==> src/rtl/mem_pkg.sv <==
// mem_pkg: shared definitions for the memory request sequencer.
//   ADDR_W_DEF : default number of word-address bits decoded by the data memory
//   op_e       : request opcodes
//   state_e    : sequencer FSM state encoding
package mem_pkg;

  localparam int ADDR_W_DEF = 5;

  typedef enum logic [1:0] {
    OP_RD_SINGLE = 2'b00,
    OP_RD_PAIR   = 2'b01,
    OP_WRITE     = 2'b10,
    OP_RSVD      = 2'b11
  } op_e;

  typedef enum logic [2:0] {
    ST_IDLE    = 3'd0,
    ST_ISSUE   = 3'd1,
    ST_CAPTURE = 3'd2,
    ST_WRITE   = 3'd3,
    ST_RESP    = 3'd4
  } state_e;

endpackage

==> src/rtl/mem_addr_check.sv <==
// mem_addr_check: combinational range test for a 32-bit word address.
//   i_addr : address under test
//   o_oor  : high when any bit above the decoded range [31:ADDR_W] is set
module mem_addr_check #(
  parameter int ADDR_W = mem_pkg::ADDR_W_DEF
) (
  input  logic [31:0] i_addr,
  output logic        o_oor
);

  assign o_oor = |i_addr[31:ADDR_W];

endmodule

==> src/rtl/mem_req_sequencer.sv <==
// mem_req_sequencer: accepts one read-single / read-pair / write request at a
// time, sequences it onto a synchronous data memory and holds the response
// until consumed.
//   clk, rst_n                       : clock, async active-low reset
//   req_valid/req_ready, req_*       : request handshake and payload
//   rsp_valid/rsp_ready, rsp_*       : response handshake and payload
//   addrA/addrB/addrWR/write_data    : memory address/data
//   memread/memwrite                 : memory strobes
//   read_dataA/read_dataB            : registered memory read data
//
// state      | meaning
// -----------+----------------------------------------------------------
// ST_IDLE    | req_ready high, waiting for a request
// ST_ISSUE   | memread high, memory registers read data at the next edge
// ST_CAPTURE | memory data valid, captured into the response registers
// ST_WRITE   | memwrite high for one cycle (or one empty cycle on error)
// ST_RESP    | rsp_valid held until rsp_ready
module mem_req_sequencer
  import mem_pkg::*;
#(
  parameter int ADDR_W = ADDR_W_DEF
) (
  input  logic        clk,
  input  logic        rst_n,
  input  logic        req_valid,
  output logic        req_ready,
  input  logic [1:0]  req_op,
  input  logic [31:0] req_addr_a,
  input  logic [31:0] req_addr_b,
  input  logic [31:0] req_wdata,
  output logic        rsp_valid,
  input  logic        rsp_ready,
  output logic [31:0] rsp_data_a,
  output logic [31:0] rsp_data_b,
  output logic        rsp_err,
  output logic [31:0] addrA,
  output logic [31:0] addrB,
  output logic [31:0] addrWR,
  output logic [31:0] write_data,
  output logic        memread,
  output logic        memwrite,
  input  logic [31:0] read_dataA,
  input  logic [31:0] read_dataB
);

  state_e      r_state;
  state_e      w_next;
  op_e         r_op;
  logic [31:0] r_addr_a;
  logic [31:0] r_addr_b;
  logic [31:0] r_wdata;
  logic        r_err;
  logic [31:0] r_rsp_a;
  logic [31:0] r_rsp_b;

  logic w_oor_a;
  logic w_oor_b;
  logic w_req_err;
  logic w_accept;

  mem_addr_check #(.ADDR_W(ADDR_W)) u_chk_a (.i_addr(req_addr_a), .o_oor(w_oor_a));
  mem_addr_check #(.ADDR_W(ADDR_W)) u_chk_b (.i_addr(req_addr_b), .o_oor(w_oor_b));

  // addr_b only matters for read-pair
  assign w_req_err = (op_e'(req_op) == OP_RSVD) || w_oor_a ||
                     ((op_e'(req_op) == OP_RD_PAIR) && w_oor_b);
  assign w_accept  = (r_state == ST_IDLE) && req_valid;

  always_ff @(posedge clk or negedge rst_n) begin
    if (!rst_n) begin
      r_state <= ST_IDLE;
    end else begin
      r_state <= w_next;
    end
  end

  always_ff @(posedge clk or negedge rst_n) begin
    if (!rst_n) begin
      r_op     <= OP_RD_SINGLE;
      r_addr_a <= '0;
      r_addr_b <= '0;
      r_wdata  <= '0;
      r_err    <= 1'b0;
      r_rsp_a  <= '0;
      r_rsp_b  <= '0;
    end else if (w_accept) begin
      r_op     <= op_e'(req_op);
      r_addr_a <= req_addr_a;
      r_addr_b <= req_addr_b;
      r_wdata  <= req_wdata;
      r_err    <= w_req_err;
      r_rsp_a  <= '0;
      r_rsp_b  <= '0;
    end else if (r_state == ST_CAPTURE) begin
      r_rsp_a <= read_dataA;
      r_rsp_b <= (r_op == OP_RD_PAIR) ? read_dataB : '0;
    end
  end

  always_comb begin
    w_next     = r_state;
    req_ready  = 1'b0;
    rsp_valid  = 1'b0;
    rsp_err    = 1'b0;
    memread    = 1'b0;
    memwrite   = 1'b0;
    addrA      = r_addr_a;
    addrB      = (r_op == OP_RD_PAIR) ? r_addr_b : r_addr_a;
    addrWR     = r_addr_a;
    write_data = r_wdata;
    rsp_data_a = r_rsp_a;
    rsp_data_b = r_rsp_b;
    case (r_state)
      ST_IDLE: begin
        req_ready = 1'b1;
        if (req_valid) begin
          // rejected requests pass through ST_WRITE with the strobe masked so
          // they answer one cycle after accept, like a write
          if (w_req_err || (op_e'(req_op) == OP_WRITE)) w_next = ST_WRITE;
          else                                          w_next = ST_ISSUE;
        end
      end
      ST_ISSUE: begin
        memread = 1'b1;
        w_next  = ST_CAPTURE;
      end
      ST_CAPTURE: begin
        w_next = ST_RESP;
      end
      ST_WRITE: begin
        memwrite = !r_err;
        w_next   = ST_RESP;
      end
      ST_RESP: begin
        rsp_valid = 1'b1;
        rsp_err   = r_err;
        if (rsp_ready) w_next = ST_IDLE;
      end
      default: w_next = ST_IDLE;
    endcase
  end

endmodule

==> config.mk <==
export PLATFORM = sky130hd
export DESIGN_NAME = mem_req_sequencer
export DESIGN_NICKNAME = d
export VERILOG_FILES = /design/src/rtl/mem_pkg.sv /design/src/rtl/mem_addr_check.sv /design/src/rtl/mem_req_sequencer.sv
export SDC_FILE = /design/constraint.sdc
export NUM_CORES = 1
export LEC_CHECK = 0
export BUFFER_PORTS_ARGS = -buffer_cell sky130_fd_sc_hd__buf_2
export CAP_MARGIN = 20
export CORE_AREA = 2 2 142 144
export CTS_BUF_LIST = sky130_fd_sc_hd__clkbuf_8
export DETAILED_ROUTE_END_ITERATION = 10
export DIE_AREA = 0 0 144 146
export GPL_TIMING_DRIVEN = 0
export PLACE_DENSITY = 0.76
export SLEW_MARGIN = 10
export SYNTH_ARGS = -nofsm -noshare
export SYNTH_HDL_FRONTEND = slang
export SYNTH_HIERARCHICAL = 1
export SYNTH_SLANG_ARGS = --single-unit
export TNS_END_PERCENT = 30
==> constraint.sdc <==
create_clock -name clk -period 2 [get_ports clk]
set_input_delay 0.1 -clock clk [delete_from_list [all_inputs] [get_ports clk]]
set_output_delay 0.1 -clock clk [all_outputs]
set_load 0.02 [all_outputs]
# Word level (Yosys, flattened, before mapping)

Index checks and enable logic that the tools add are counted.

Bits in registers: 166
Bits in latches: 0
Memory bits (writable): 0
Bits in read-only memories: 0
Bits of input ports: 166
Output and inout bits: 197
Word-level logic and storage cells: 45
Memories: 0

Add/subtract/negate cells: 0
$mul: 0
Divide/modulo/power cells: 0
Order comparisons: 0
Equal/unequal tests: 10
Shift operators: 0
Mux-type cells: 15
Bitwise operators: 0
Reduce and logical (&&, ||, !) cells: 12

Operator list:

| operator           | number |
|---|---|
| $mux 32            | 6 |
| $reduce_or 27->1   | 2 |
| $pmux 3 s4         | 1 |
| $eq 3x2->1 const B | 2 |
| $mux 3             | 2 |
| $mux 1             | 5 |
| $eq 2x1->1 const B | 2 |
| $eq 2x2->1 const B | 2 |
| $ne 2x2->1 const B | 2 |
| $eq 3x1->1 const B | 1 |
| $eq 3x3->1 const B | 1 |
| $logic_not 3->1    | 1 |
| $logic_or 1x1->1   | 3 |
| $logic_and 1x1->1  | 2 |
| $mux 2             | 1 |
| $reduce_and 2->1   | 1 |
| $reduce_bool 2->1  | 1 |
| $reduce_or 2->1    | 1 |
| $logic_not 1->1    | 1 |

# Logic depth before layout (Yosys ltp)

Gate-level depths: netlist (run 1).

Depth in word-level cells: 7
Depth in mapped cells: 6
Mapped depth without buffers: 6

# Cells and area by module

Netlist (run 1), hierarchy kept.

Modules (own cells, without submodules):

| module            | times used | cells an instance | area an instance (um^2) | seq. area each (um^2) |
|---|---|---|---|---|
| mem_req_sequencer | 1          | 646               | 7093.1                  | 4154.0 |
| mem_addr_check    | 2          | 9                 | 57.6                    | 0.0 |

# Worst setup path before layout (run 1)

Ideal clock, no wire load.

Kind: reg2reg
Start point: register r_state[2]
End point: register r_wdata[10] (netlist: write_data[10])
Setup time: 0.125 ns
Data arrival time: 1.458 ns
Data required time: 1.875 ns
Path slack: 0.417 ns
Stages on the path, launching flop included: 6
Buffers on the path: 3
Clock period less this slack: 1.583 ns
Cell sequence: dfrtp_1 > buf_2 > nor4b_4 > buf_6 > buf_4 > mux2_2

Cells in the longest elaborated chain, start to end: 2

RTL lines:

| item                   | line                    | RTL |
|---|---|---|
| start, declared        | mem_req_sequencer.sv:46 | `state_e r_state;` |
| start signal, assigned | mem_req_sequencer.sv:73 | `r_state <= w_next;` |
| $logic_not 3->1        | mem_req_sequencer.sv:67 | `assign w_accept = (r_state == ST_IDLE) && req_valid;` |
| $logic_and 1x1->1      | mem_req_sequencer.sv:67 |  |
| end signal, assigned   | mem_req_sequencer.sv:90 | `r_wdata <= req_wdata;` |
| end, declared          | mem_req_sequencer.sv:51 | `logic [31:0] r_wdata;` |

Every way passes these cells.
A chain may end at the register's enable or synchronous reset.

# Worst setup path in the final report (run 1)

Start point: input port req_addr_a[9]
End point: register r_state[1]

Cells in the longest elaborated chain, start to end: 7

RTL lines:

| item                           | line                     | RTL |
|---|---|---|
| start, declared                | mem_req_sequencer.sv:28  | `input logic [31:0] req_addr_a,` |
| $reduce_or 27->1               | mem_addr_check.sv:11     | `assign o_oor = \|i_addr[31:ADDR_W];` |
| net w_oor_a                    | mem_req_sequencer.sv:56  | `logic w_oor_a;` |
| $logic_or 1x1->1 (2 in series) | mem_req_sequencer.sv:65  | `assign w_req_err = (op_e'(req_op) == OP_RSVD) \|\| w_oor_a \|\|` |
| $logic_or 1x1->1               | mem_req_sequencer.sv:119 | `if (w_req_err \|\| (op_e'(req_op) == OP_WRITE)) w_next = ST_WRITE;` |
| $mux 2                         | mem_req_sequencer.sv:119 |  |
| $mux 3                         | mem_req_sequencer.sv:116 | `if (req_valid) begin` |
| $pmux 3 s4                     | mem_req_sequencer.sv:113 | `case (r_state)` |

The timed path passes the listed nets, and every way through them passes these cells. The select of a mux whose other input is x is not followed.

==> impl_metrics.tcl, run 1 <==
set metrics [dict create \
    ys_types 27 \
    r2r-start "r_state[1]" \
    die_h_um 146 \
    criticalPathCategory "primary input to register" \
    dieArea_um2 21020 \
    die_w_um 144 \
    grt_usage_pct 24.12 \
    firstDrtPassIters 5 \
    syn_to_final_growth_pct 58.90 \
    tritoncts "done" \
    clkLatencyLatePin_ns 0.45 \
    wl_met1_um 9341 \
    grt_pass1_wl_um 39340 \
    maxCapViolations 0 \
    relSlewSlack_pct 57.26 \
    cp-start-kind "primary input" \
    r2r_setup_slack_ns 0.12 \
    dp_hpwl_um 16740 \
    port_buffers 362 \
    fin_skew_ns 0.01349 \
    synth_area_leaders "dfrtp_1 58%, nand2_1 10%, mux2_1 8.9%" \
    detail-route-antenna-nets 0 \
    dp.cells 1292 \
    outcome "complete, no violations" \
    h-tree-depth 4 \
    reg2reg_depth 4 \
    drive_gt1_share_pct 41.58 \
    wl_um 25700 \
    route.met3.wl_um 1706 \
    num_vias 7173 \
    layout_common_cells "380 x buf_2, 193 x nand2_1, 166 x dfrtp_1" \
    io_pins 363 \
    overflow 0 \
    avgViaCountPerCell 4.814 \
    max_slew.worst_pin.slew_ns 0.6410 \
    ys_ff_latch 166 \
    slew_violations 0 \
    leakage_nw 5.768 \
    cts_buffer_depth 2 \
    gp_congestion 0.8397 \
    timing.fmax_mhz 519.3 \
    vdd_drop_max_uv 878.5 \
    fillCellCount 1547 \
    synth_nets 830 \
    r2r-end "addrA[3]" \
    topRoutingLayerUsed "met4" \
    yosysTopAreaCell "dfrtp_1" \
    layout.nets 1377 \
    row_count 51 \
    antenna_found_initial 1 \
    synth_top_area_share_pct 57.63 \
    yosysSeqAreaShare_pct 57.63 \
    power_density_nw_per_um2 1626 \
    hold_class "primary input to asynchronous set/reset pin" \
    period_share_pct 96.28 \
    setup_slack_ns 0.07434 \
    numCtsBuffers 17 \
    finalNonFillerCells 1490 \
    grt_max_degree 86 \
    numClockSinks 166 \
    cts-root-buf "clkbuf_8" \
    pre_cts_ws_ns -0.2472 \
    grt_pass1_vias 7654 \
    wire_per_inst_um 17.25 \
    postSynthCellCount 664 \
    drc_errors 0 \
    cp.arrival_ns 2.24 \
    core_um2 19330 \
    regArea_um2 4154 \
    fin_crit_ns 1.926 \
    clkTransAtPathRegs_ns 0.09 \
    worstPathMaxFanout 2 \
    wl_met2_um 13500 \
    netlist_area_um2 7208 \
    setup_viol_count_final 0 \
    multiInputGateArea_um2 2552 \
    finalHoldViolCount 0 \
    initial_core_util_pct 37.28 \
    end_kind "register" \
    avgSynthCellArea_um2 10.86 \
    mostFrequentLayoutCell "buf_2" \
    required_ns 2.32 \
    drt_iter0_markers 376 \
    ys_warn_count 6 \
]
## per-layer routing
metal,vias to the layer above,track usage [%]
met5,-,0
met3,92,5.989
li1,3296,-
met1,3445,26.37
met2,340,42.71
met4,0,12.60
## registers in the layout (all words and copies together), names as in the netlist
| signal | count |
|---|---|
| r_err | 1 |
| r_addr_b | 32 |
| write_data | 32 |
| r_op | 2 |
| rsp_data_a | 32 |
| rsp_data_b | 32 |
| addrA | 32 |
| r_state | 3 |
## power breakdown
part	switching [W]	internal [W]	total [W]	leakage, nW
Combinational	0.00625	0.00398	0.0102	3.52
Sequential	0.00112	0.00494	0.00606	2.06
Clock	0.00130	0.00103	0.00233	0.187
Total	0.00868	0.00995	0.0186	5.77
## kinds of logic after synthesis
| group | after synthesis | synth area share, % |
|---|---|---|
| AOI/OAI and AO/OA | 69 | 4.912 |
| buffers and inverters | 77 | 6.995 |
| DFF | 166 | 57.63 |
| and+or+nand+nor | 254 | 15.15 |
| muxes | 98 | 15.31 |
## worst max-delay path: stages
cell           delay [ns]
dlygate4sd3_1        0.57
buf_2                0.14
nor4_1               0.44
and4_1               0.33
nand4_1              0.16
a211o_1              0.31
a21oi_1              0.14
nor3_1               0.06
## cells in the mapped netlist (all sizes together)
cell type,n
a211o,1
a21oi,65
and2,1
and4,2
buf,66
clkbuf,9
dfrtp,166
inv,2
mux2,98
nand2,193
nand2b,1
nand3,32
nand4,2
nor2b,1
nor3,4
nor3b,3
nor4,12
nor4b,2
o21ai,1
o22a,1
o22ai,1
or3b,1
## what timing repair did
item                       4_1_cts  5_1_grt
hold endpoints to repair       245        0
setup buffers                    0        0
pin swaps                        0        0
setup endpoints to repair       40       22
resized for setup               12        5
hold buffers                   165        0
## area by class of cell
| cell class | count | area share (%) |
|---|---|---|
| Inverter | 2 | 0.06555 |
| Timing Repair Buffer | 528 | 30.57 |
| Buffer | 75 | 4.621 |
| Sequential cell | 166 | 36.27 |
| Multi-Input combinational cell | 421 | 22.29 |
| Tap cell | 265 | 2.895 |
| Antenna cell | 1 | 0.02185 |
| Clock inverter | 14 | 1.114 |
| Clock buffer | 18 | 2.163 |
## through the flow
stage,power [W],area [µm²],TNS [ns],hold WS (ns),utilization (%)
3_3_place_gp,0.01562,9351,-294.51,0.2906,48.37
3_5_place_dp,0.01587,9389,-1.095,0.1275,48.56
5_1_grt,0.01973,11450,-0.006782,0.2511,59.24
6_report,0.01863,11450,0,0.2006,59.24
4_1_cts,0.01855,11440,0,0.2255,59.17
2_1_floorplan,0.01228,7208,0,-0.1956,-
## how the worst max path moves through the flow
stage	to	cells after the start	start	slack (ns)
floorplan	write_data[10]	5	r_state[2]	0.42
CTS	addrB[1]	6	r_op[1]	0.02
global route	addrA[3]	4	r_state[1]	-0.007
global placement	write_data[29]	1	rst_n	-1.79
detailed placement	addrB[0]	6	r_op[1]	-0.25
finish	r_state[1]	8	req_addr_a[9]	0.07
No activity file was read; power rests on OpenSTA's default activity.
==> run 2: changes to the inputs <==
--- a/config.mk
+++ b/config.mk
@@ -12,7 +12,7 @@
 export DETAILED_ROUTE_END_ITERATION = 10
 export DIE_AREA = 0 0 144 146
 export GPL_TIMING_DRIVEN = 0
-export PLACE_DENSITY = 0.76
+export PLACE_DENSITY_LB_ADDON = 0.1
 export SLEW_MARGIN = 10
 export SYNTH_ARGS = -nofsm -noshare
 export SYNTH_HDL_FRONTEND = slang
==> constraint.sdc (replaced) <==
create_clock -name clk -period 2 [get_ports clk]
set_input_delay 0.2 -clock clk [delete_from_list [all_inputs] [get_ports clk]]
set_output_delay 0.2 -clock clk [all_outputs]
set_load 0.02 [all_outputs]
==> impl_metrics.tcl, run 2 (synthesized netlist as in run 1, its figures left out) <==
set metrics [dict create \
    outcome "complete, no violations" \
    grtUsageMet2_pct 38.02 \
    hold_class "primary input to register" \
    tns_ns 0 \
    port_buffers 362 \
    clkLatencyLatePin_ns 0.45 \
    cts_buffer_depth 2 \
    leakage_nw 5.759 \
    cp_cell_sequence "dlygate4sd3_1 > buf_2 > nor4_1 > and4_1 > nand4_1 > a211o_1 > a21oi_1 > nor3_1" \
    gp_congestion 0.7628 \
    overflow 0 \
    layout_common_cells "380 x buf_2, 193 x nand2_1, 166 x dfrtp_1" \
    cts-root-buf "clkbuf_8" \
    finalNonFillerCells 1482 \
    drive_gt1_share_pct 42.07 \
    cpPeakStageDelay_ns 0.53 \
    syn_to_final_growth_pct 58.64 \
    firstDrtPassIters 4 \
    maxCapViolations 0 \
    grt_max_degree 95 \
    numClockSinks 166 \
    required_ns 2.32 \
    dp.cells 1292 \
    tritoncts "done" \
    setup_slack_ns 0.1057 \
    die_h_um 146 \
    io_pins 363 \
    grt_pass1_vias 6975 \
    core_um2 19330 \
    clkTransAtPathRegs_ns 0.08 \
    drt_iter0_markers 161 \
    numCtsBuffers 17 \
    dpl-instance-area_um2 9389 \
    wire_per_inst_um 15.69 \
    fillCellCount 1731 \
    grt_use_met3_pct 5.002 \
    fin_skew_ns 0.01529 \
    fin_area_um2 11430 \
    grt_pass1_wl_um 35970 \
    grt_usage_pct 21.86 \
    wl_um 23260 \
    period_share_pct 94.72 \
    relSlewSlack_pct 61.24 \
    detail-route-antenna-nets 0 \
    end_kind "register" \
    antenna_found_initial 0 \
    globalRouteMet1Util_pct 26.70 \
    initial_core_util_pct 37.28 \
    pre_cts_ws_ns -0.04545 \
    num_vias 6775 \
    cp-start-kind "primary input" \
    die_w_um 144 \
    row_count 51 \
    drc_errors 0 \
    mostFrequentLayoutCell "buf_2" \
    slew_violations 0 \
    p_total_w 0.01860 \
    layout.nets 1370 \
    h-tree-depth 4 \
    setup_viol_count_final 0 \
    max_slew.worst_pin.slew_ns 0.5815 \
    timing.fmax_mhz 527.9 \
    dieArea_um2 21020 \
    vdd_drop_max_uv 913.7 \
    grt-busiest-layer "met2" \
    dp_hpwl_um 16440 \
    diodes 0 \
    fin_crit_ns 1.894 \
    worstPathMaxFanout 2 \
    cp.arrival_ns 2.22 \
    finalHoldViolCount 0 \
    avgViaCountPerCell 4.572 \
    criticalPathCategory "primary input to register" \
    power_density_nw_per_um2 1627 \
    critPathSlowestCell "dlygate4sd3_1" \
    rsz0062_at_grt "false" \
]
==> run 2: timing repair <==
item,CTS,global route
setup buffers,0,1
hold endpoints to repair,228,0
hold buffers,157,0
endpoints found under the setup margin,32,33
pin swaps,0,0
gates resized for setup,14,8
==> run 2: layout make-up <==
type	instances	area (µm²)	area share [%]
Sequential cell	166	4154	36.33
Timing Repair Buffer	521	3428	29.98
Multi-Input combinational cell	421	2565	22.43
Buffer	75	529.3	4.629
Tap cell	265	331.6	2.900
Clock buffer	18	247.7	2.167
Clock inverter	14	171.4	1.499
Inverter	2	7.507	0.06565
==> run 2: critical path: cells and delay by family <==
kind                   cells  cell delay (ns)
AOI/OAI and AO/OA          2             0.51
and+or+nand+nor            4             0.85
buffers and inverters      2             0.67
==> run 2: path summary, 6_finish.rpt <==
check,from,end,slack (ns),depth (start not counted)
worst max-delay path,req_addr_b[5],r_state[1],0.11,8
worst min register to register,write_data[31],write_data[31],0.49,1
min in group asynchronous,rst_n,rsp_data_a[12],0.31,2
worst min-delay path,read_dataA[1],rsp_data_a[1],0.03,3
max in group asynchronous,rst_n,r_addr_b[28],0.79,3
worst max register to register,r_state[2],addrA[1],0.15,5
==> run 2: layer usage <==
metal | share of wire [%] | up-vias
met4 | 2.3 | 0
met3 | 6.3 | 36
li1 | - | 3284
met5 | 0 | -
met1 | 41 | 3228
met2 | 50 | 227
==> run 2: where the power goes <==
part           leakage [nW]  switching (W)  internal [W]
clock                 0.205        0.00131       0.00128
combinational          3.49        0.00608       0.00399
sequential             2.06        0.00100       0.00494
total                  5.76        0.00839        0.0102
==> run 2: stage by stage <==
step	utilization, %	hold WS, ns
floorplan	-	-0.09559
global placement	48.37	0.4033
detailed placement	48.56	0.2120
CTS	58.99	0.00009029
global route	59.14	0.009557
finish	59.14	0.02724
